===== src/rtl/pkt_rr_mux_arb_if.sv =====
// Requester/consumer bundle for the round-robin packet arbiter.
interface pkt_rr_mux_arb_if #(
  parameter int unsigned DW = 4,
  parameter int unsigned NR = 4
);
  localparam int unsigned SW = $clog2(NR);

  logic [NR-1:0]    req_val;
  logic [NR-1:0]    req_lst;
  logic [DW*NR-1:0] req_dat;
  logic [NR-1:0]    req_rdy;
  logic             out_val;
  logic             out_lst;
  logic [DW-1:0]    out_dat;
  logic [SW-1:0]    out_src;
  logic             out_rdy;

  // Arbiter side: consumes requests, produces the output stream.
  modport slave (
    input  req_val, req_lst, req_dat, out_rdy,
    output req_rdy, out_val, out_lst, out_dat, out_src
  );

  // Environment side: producers and the consumer.
  modport master (
    output req_val, req_lst, req_dat, out_rdy,
    input  req_rdy, out_val, out_lst, out_dat, out_src
  );
endinterface


===== src/rtl/pkt_rr_mux_arb.sv =====
// Data select for the arbiter: picks beat `sel` out of MW packed beats.
module mux #(
  parameter int unsigned DW = 4,
  parameter int unsigned MW = 4
) (
  input  logic [DW*MW-1:0]       inp,
  input  logic [$clog2(MW)-1:0]  sel,
  output logic [DW-1:0]          out
);
  localparam int unsigned SW = $clog2(MW);

  // One-of-MW selection; out-of-range selects yield zero.
  always_comb begin
    out = '0;
    for (int unsigned i = 0; i < MW; i++) begin
      if (sel == SW'(i)) out = inp[i*DW +: DW];
    end
  end
endmodule

// Round-robin packet arbiter: locks onto one requester until its last beat,
// then forwards beats through a registered output stage with backpressure.
module pkt_rr_mux_arb #(
  parameter int unsigned DW = 4,
  parameter int unsigned NR = 4
) (
  input  logic              clk,
  input  logic              rst,
  pkt_rr_mux_arb_if.slave   bus
);
  localparam int unsigned SW = $clog2(NR);

  typedef enum logic [0:0] {S_IDLE = 1'b0, S_LOCK = 1'b1} st_t;

  st_t           r_st;
  st_t           w_st_nxt;
  logic [SW-1:0] r_ptr;
  logic [SW-1:0] r_gnt;
  logic [SW-1:0] w_win;
  logic [SW-1:0] w_sel;
  logic [SW-1:0] w_sel_inc;
  logic          w_any;
  logic          w_ld;
  logic          w_acc;
  logic          w_lst;
  logic [NR-1:0] w_rdy;
  logic [DW-1:0] w_mux;
  int unsigned   w_idx;

  logic          r_out_val;
  logic          r_out_lst;
  logic [DW-1:0] r_out_dat;
  logic [SW-1:0] r_out_src;

  assign w_ld = !r_out_val || bus.out_rdy;

  // Rotating priority search: first valid requester at or after r_ptr.
  always_comb begin
    w_any = 1'b0;
    w_win = '0;
    w_idx = 0;
    for (int unsigned k = 0; k < NR; k++) begin
      w_idx = 32'(r_ptr) + k;
      if (w_idx >= NR) w_idx = w_idx - NR;
      if (!w_any && bus.req_val[SW'(w_idx)]) begin
        w_any = 1'b1;
        w_win = SW'(w_idx);
      end
    end
  end

  // Shared datapath select.
  mux #(.DW(DW), .MW(NR)) u_mux (
    .inp (bus.req_dat),
    .sel (w_sel),
    .out (w_mux)
  );

  // FSM state register.
  always_ff @(posedge clk) begin
    if (rst) r_st <= S_IDLE;
    else     r_st <= w_st_nxt;
  end

  // FSM next state: a non-last beat locks, the locked requester's last beat unlocks.
  always_comb begin
    w_st_nxt = r_st;
    case (r_st)
      S_IDLE:  if (w_acc && !w_lst) w_st_nxt = S_LOCK;
      S_LOCK:  if (w_acc &&  w_lst) w_st_nxt = S_IDLE;
      default: w_st_nxt = S_IDLE;
    endcase
  end

  // FSM outputs: current select, accept and the one-hot ready.
  always_comb begin
    w_sel     = (r_st == S_LOCK) ? r_gnt : w_win;
    w_acc     = w_ld && bus.req_val[w_sel] && ((r_st == S_LOCK) || w_any);
    w_lst     = bus.req_lst[w_sel];
    w_sel_inc = (w_sel == SW'(NR - 1)) ? '0 : w_sel + SW'(1);
    w_rdy     = '0;
    if (w_acc && !rst) w_rdy[w_sel] = 1'b1;
  end

  assign bus.req_rdy = w_rdy;

  // Priority pointer advances past a finished packet; grant captured on lock.
  always_ff @(posedge clk) begin
    if (rst) begin
      r_ptr <= '0;
      r_gnt <= '0;
    end else if (w_acc) begin
      if (w_lst) r_ptr <= w_sel_inc;
      else       r_gnt <= w_sel;
    end
  end

  // Output stage: loads when empty or draining, holds under backpressure.
  always_ff @(posedge clk) begin
    if (rst) begin
      r_out_val <= 1'b0;
      r_out_lst <= 1'b0;
      r_out_dat <= '0;
      r_out_src <= '0;
    end else if (w_ld) begin
      r_out_val <= w_acc;
      if (w_acc) begin
        r_out_dat <= w_mux;
        r_out_lst <= w_lst;
        r_out_src <= w_sel;
      end
    end
  end

  assign bus.out_val = r_out_val;
  assign bus.out_lst = r_out_lst;
  assign bus.out_dat = r_out_dat;
  assign bus.out_src = r_out_src;
endmodule


===== src/flat_wrapper.sv =====
// flat-port wrapper written by rule: the top's interface ports become plain ports
module pkt_rr_mux_arb_flat 
#(
  parameter int unsigned DW = 4,
  parameter int unsigned NR = 4
)
  (clk, rst, bus_req_val, bus_req_lst, bus_req_dat, bus_out_rdy, bus_req_rdy, bus_out_val, bus_out_lst, bus_out_dat, bus_out_src);
  pkt_rr_mux_arb_if #(.DW(DW), .NR(NR)) bus_i ();
  input  logic clk;
  input  logic rst;
  input wire logic [$bits(bus_i.req_val)-1:0] bus_req_val;
  input wire logic [$bits(bus_i.req_lst)-1:0] bus_req_lst;
  input wire logic [$bits(bus_i.req_dat)-1:0] bus_req_dat;
  input wire logic [$bits(bus_i.out_rdy)-1:0] bus_out_rdy;
  output wire logic [$bits(bus_i.req_rdy)-1:0] bus_req_rdy;
  output wire logic [$bits(bus_i.out_val)-1:0] bus_out_val;
  output wire logic [$bits(bus_i.out_lst)-1:0] bus_out_lst;
  output wire logic [$bits(bus_i.out_dat)-1:0] bus_out_dat;
  output wire logic [$bits(bus_i.out_src)-1:0] bus_out_src;
  assign bus_i.req_val = bus_req_val;
  assign bus_i.req_lst = bus_req_lst;
  assign bus_i.req_dat = bus_req_dat;
  assign bus_i.out_rdy = bus_out_rdy;
  assign bus_req_rdy = bus_i.req_rdy;
  assign bus_out_val = bus_i.out_val;
  assign bus_out_lst = bus_i.out_lst;
  assign bus_out_dat = bus_i.out_dat;
  assign bus_out_src = bus_i.out_src;
  pkt_rr_mux_arb #(.DW(DW), .NR(NR)) u_core (.clk(clk), .rst(rst), .bus(bus_i));
endmodule

===== config.mk =====
export PLATFORM = sky130hd
export DESIGN_NAME = pkt_rr_mux_arb_flat
export DESIGN_NICKNAME = d
export VERILOG_FILES = /design/src/rtl/pkt_rr_mux_arb_if.sv /design/src/rtl/pkt_rr_mux_arb.sv /design/src/flat_wrapper.sv
export SDC_FILE = /design/constraint.sdc
export NUM_CORES = 1
export LEC_CHECK = 0
export CORE_UTILIZATION = 42
export CTS_CLUSTER_SIZE = 30
export DETAILED_ROUTE_END_ITERATION = 10
export PLACE_DENSITY_LB_ADDON = 0.08
export SYNTH_ARGS = -nofsm -noshare
export SYNTH_HDL_FRONTEND = slang
export SYNTH_SLANG_ARGS = --single-unit

===== constraint.sdc =====
create_clock -name clk -period 4.1 [get_ports clk]
set_clock_uncertainty 0.15 [all_clocks]
set_input_delay 1.23 -clock clk [delete_from_list [all_inputs] [get_ports clk]]
set_output_delay 1.23 -clock clk [all_outputs]
set_load 0.1 [all_outputs]

Yosys cells after proc, flatten, opt, wreduce, memory -nomap -nowiden
Cells that the tools add are included.
Widths: inputs -> output; s select.
{"block": "word_totals", "inputBits": 27, "wordCells": 87, "regBits": 13}
{"block": "classes", "reduce_logical": 21, "add_sub_neg": 8, "muxes": 36, "n_eq_ne": 3, "bitwise_logic": 2, "n_lt_le_gt_ge": 10}
{"cell": "$mux 2", "count": 10}
{"cell": "$mux 4", "count": 5}
{"cell": "$lt 2x3->1 const B", "count": 5}
{"cell": "$mux 1", "count": 13}
{"cell": "$bmux 1 s2", "count": 6}
{"cell": "$ge 3x3->1 const B", "count": 3}
{"cell": "$logic_and 1x1->1", "count": 9}
{"cell": "$sub 2x1->2 const B", "count": 4}
{"cell": "$add 2x2->3 const B", "count": 2}
{"cell": "$logic_not 1->1", "count": 6}
{"cell": "$reduce_and 2->1", "count": 3}
{"cell": "$eq 2x2->1 const B", "count": 2}
{"cell": "$add 2x1->3 const B", "count": 1}
{"cell": "$ge 2x3->1 const B", "count": 1}
{"cell": "$add 2x1->2 const B", "count": 1}
{"cell": "$demux 1 s2", "count": 1}
{"cell": "$eq 2x1->1 const B", "count": 1}
{"cell": "$ge 2x1->1 const B", "count": 1}
{"cell": "$logic_not 2->1", "count": 1}
{"cell": "$logic_or 1x1->1", "count": 2}
{"cell": "$not 1->1", "count": 2}
{"cell": "$pmux 1 s2", "count": 1}

Longest topological paths before layout
{"block": "logic_depth", "word_depth": 22, "depth_mapped": 12, "depth_no_buf": 12}

Hierarchy
From an unflattened synthesis, not the netlist that was laid out.
{"block": "unflattened", "cells_unflattened": 99, "hier_area_um2": 964.7}
{"module": "pkt_rr_mux_arb", "cells_per_inst": 95, "area_per_inst_um2": 859.6, "n_inst": 1}
{"module": "mux", "cells_per_inst": 4, "area_per_inst_um2": 105.1, "n_inst": 1}

Worst setup path after synthesis
No wires, ideal clock.
{"block": "synth_timing", "path_kind": "input -> output", "from": "input port bus_req_val[2]", "to": "output port bus_req_rdy[3]", "path_stages": 7, "arrival_time_ps": 3802, "setup_slack_ps": -1082, "cell_sequence": "nor2b_1 -> o21a_1 -> o41ai_4 -> ha_1 -> buf_1 -> inv_1 -> nor2_1"}
{"block": "synth_between", "elab_chain_cells": 19}
{"item": "from (decl)", "line_no": "flat_wrapper.sv:11", "rtl": "input wire logic [$bits(bus_i.req_val)-1:0] bus_req_val;"}
{"item": "$bmux 1 s2", "line_no": "pkt_rr_mux_arb.sv:65", "rtl": "if (!w_any && bus.req_val[SW'(w_idx)]) begin"}
{"item": "$mux 1 (implied by the code)", "line_no": "pkt_rr_mux_arb.sv:65"}
{"item": "$mux 1", "line_no": "pkt_rr_mux_arb.sv:65"}
{"item": "$logic_not 1->1", "line_no": "pkt_rr_mux_arb.sv:65"}
{"item": "$logic_and 1x1->1", "line_no": "pkt_rr_mux_arb.sv:65"}
{"item": "$mux 1", "line_no": "pkt_rr_mux_arb.sv:65"}
{"item": "$logic_not 1->1", "line_no": "pkt_rr_mux_arb.sv:65"}
{"item": "$logic_and 1x1->1", "line_no": "pkt_rr_mux_arb.sv:65"}
{"item": "$mux 1", "line_no": "pkt_rr_mux_arb.sv:65"}
{"item": "$logic_not 1->1", "line_no": "pkt_rr_mux_arb.sv:65"}
{"item": "$logic_and 1x1->1", "line_no": "pkt_rr_mux_arb.sv:65"}
{"item": "$mux 2 *", "line_no": "pkt_rr_mux_arb.sv:65"}
{"item": "$mux 2 *", "line_no": "pkt_rr_mux_arb.sv:97", "rtl": "w_sel = (r_st == S_LOCK) ? r_gnt : w_win;"}
{"item": "via u_core.u_mux.sel[0]", "line_no": "pkt_rr_mux_arb.sv:7", "rtl": "input logic [$clog2(MW)-1:0] sel,"}
{"item": "parallel branches: the longest is 5 deep, another holds $lt 2x3->1"}
{"item": "$mux 4 *", "line_no": "pkt_rr_mux_arb.sv:102", "rtl": "if (w_acc && !rst) w_rdy[w_sel] = 1'b1;"}
{"item": "to (decl)", "line_no": "flat_wrapper.sv:15", "rtl": "output wire logic [$bits(bus_i.req_rdy)-1:0] bus_req_rdy;"}
Mark *: on every way through the listed nets, which the timed path passes. The select of a mux whose other input is x is not followed.

Worst setup path after layout
{"block": "layout_timing", "from": "input port bus_req_val[0]", "to": "output port bus_req_rdy[1]"}
Same word-level chain as after synthesis.

==> out/qor.yml <==
gr-total-overflow: 0
port-buffer-count: 38
crit_type: "in -> out"
layoutNonFillerInstCount: 205
hold_ws_ps: 361
rsz0062_at_grt: "yes"
synth_cell_types: 38
cts_hold_buf: 0
maxCapViolCount: 0
tritoncts: "done"
clockBufferDepth: 2
synth.net_count: 149
dr.first_iter.drc_count: 88
max-vdd-ir-drop_mv: 0.841
synth_top_area_share_pct: 27.2
drc_errors: 0
cts_buffers: 3
p_per_area_mw_per_mm2: 861
synth-edff-count: 0
route.vias.total: 1299
slew_viol_final: 0
crit_path_end_kind: "output port"
violations: "setup timing"
worst-endpoint-arrival_ps: 2880
finalHoldViolCount: 0
yosys.area_share.simple_pct: 25.8
final_cell_mix: "29 x clkdlybuf4s50_1, 20 x buf_4, 14 x nor2_1, 13 x dfxtp_1"
min_path_type: "reg -> reg"
combPwrFrac_pct: 78.9
core_mm2: 0.00204
synth-seq-area-share_pct: 27.2
async_reset_ff_share_pct: 0
p_clk_share_pct: 5.4
syn_avg_cell_area_um2: 8.11
tightest_slew_ps: 966
antenna_found_initial: 0
p_int_uw: 703
synthTopCellsByArea: "dfxtp_1 27%, nor2_1 7.1%, a21oi_1 5.2%"
dp_hpwl_mm: 2.28
path_clk_slew_ps: 80
cts_max_level: 1
antenna_left: 0
grt_start_max_net_pins: 20
cp-start-kind: "input port"
p_seq_share_pct: 15.7
ys.flop_type: "dfxtp_1"
pin_count: 39
cp_data_required_time_ps: 2720
outcome: "finished with violations"
firstDrtPassIters: 5
setup_viol: 4
final_nets: 210
start_util_pct: 46.9
cts.sinks: 13
grt_pass1_wl_mm: 5.80
cp_max_fo: 4
power.leakage_nw: 0.724
yosysWarnings: 0
stdcell_area_mm2: 0.00187
die_area_mm2: 0.00247
syn2layout_area_growth_pct: 94.9
ys_seq_elements: 13
clock-root-buffer: "clkbuf_4"
place_area_mm2: 0.00160
wl_per_cell_um: 22.1
swShare_pct: 56.3
die_x_um: 49.7
rows: 16
vias_per_cell: 6.34
die_h_um: 49.7
synth_top_family_by_area: "compound AO/OA/AOI/OAI gates"
final_common_cell: "clkdlybuf4s50_1"
clock_latency_ps: 300
synth_area_um2: 957
synth-compound-area-share_pct: 29.4
drive_gt1_share_pct: 40.4
period_share_pct: 104
wl_mm: 4.53
synthAdderAreaFrac_pct: 5.23
pre_cts_slack_ps: -707
setup_ws_ps: -160
track_usage_pct: 31.3
gp_congestion: 0.885
synth.area.mux_share_pct: 6.80
p_total_mw: 1.61
synthCells: 118
dpl.cell_count: 197
min_period_ps: 4260
synth-xor-area-share_pct: 0
fmax_ghz: 0.235
p_sw_uw: 904
grt_pass1_vias: 1244
yosysTopAreaCell: "dfxtp_1"
antenna-diode-count: 0
slew_headroom_pct: 35.4
[state kept, by name (all words and copies together) (netlist names), named ones only]
name,cells
u_core.r_ptr,2
u_core.bus.out_lst,1
u_core.bus.out_dat,4
u_core.bus.out_val,1
u_core.bus.out_src,2
u_core.r_gnt,2
[power by group through the flow]
stage | logic, mW | registers [mW] | clock network [mW]
2_1_floorplan | 0.533 | 0.420 | 0
5_1_grt | 1.31 | 0.254 | 0.0925
3_3_place_gp | 0.988 | 0.227 | 0
4_1_cts | 1.10 | 0.236 | 0.0853
3_5_place_dp | 1.01 | 0.230 | 0
6_report | 1.27 | 0.252 | 0.0869
[synthesized netlist by cell type, types with 2 or more instances]
cell type / n
clkbuf_1: 2
inv_1: 6
nor2b_1: 3
a21oi_1: 10
a311oi_1: 2
inv_2: 2
o31ai_1: 2
ha_1: 4
nand2_1: 3
a221o_1: 4
nor3_1: 2
mux2i_1: 2
nand2b_1: 5
nor2_1: 18
mux2_2: 2
a211oi_1: 6
o21ai_1: 2
dfxtp_1: 13
o21ai_0: 7
nor4b_1: 4
a22o_1: 2
[path summary, 6_finish.rpt]
path | to | from | slack (ps) | cells past startpoint
worst min-delay path | u_core.bus.out_dat[3] | u_core.bus.out_dat[3] | 360 | 2
worst max register to register | u_core.bus.out_dat[1] | u_core.r_ptr[0] | 1040 | 14
worst min register to register | u_core.bus.out_dat[3] | u_core.bus.out_dat[3] | 360 | 2
worst max-delay path | bus_req_rdy[1] | bus_req_val[0] | -160 | 11
[worst max-delay path, stage by stage]
cell and delay [ps]:
buf_8 110, nand2b_4 100, buf_6 100, a21oi_2 50, o31a_2 390, inv_2 110, o31ai_4 80, a21oi_2 240
nand2b_4 140, nor2_4 150, buf_12 180
[what timing repair did]
item | in CTS | in global routing
endpoints found under the setup margin | 4 | 4
buffers inserted | 3 | 1
resized for setup | 45 | 14
cloned | 0 | 0
pin swaps | 9 | 11
[cell type report]
type	count	area (µm²)
inverters	8	32.5
clock buffers	4	26.3
multi-input cells	92	886
well taps	27	33.8
repair buffers	61	627
flip-flops and latches	13	260
fillers	89	176
[metrics by stage]
step                      util (%)  setup TNS (ps)
after floorplan                  -            -746
after global placement        78.3           -2580
after detailed placement      78.3           -3100
after CTS                     86.6            -235
after global routing          91.4            -739
final                         91.4            -598
[logic make-up (layout without fill, tap and decap cells)]
logic type / after synthesis / after routing
simple gates: 44 / 44
mux: 5 / 5
fa+ha+maj: 4 / 4
compound gates: 39 / 39
buf+inv: 13 / 73
flops: 13 / 13
[metal layers]
metal  GRT usage [%]  routed length [µm]
met5               0                   0
met3            6.48                 455
met4            11.4                  80
met1            35.3                1680
met2            57.0                2310
(Power assumes the default switching activity.)
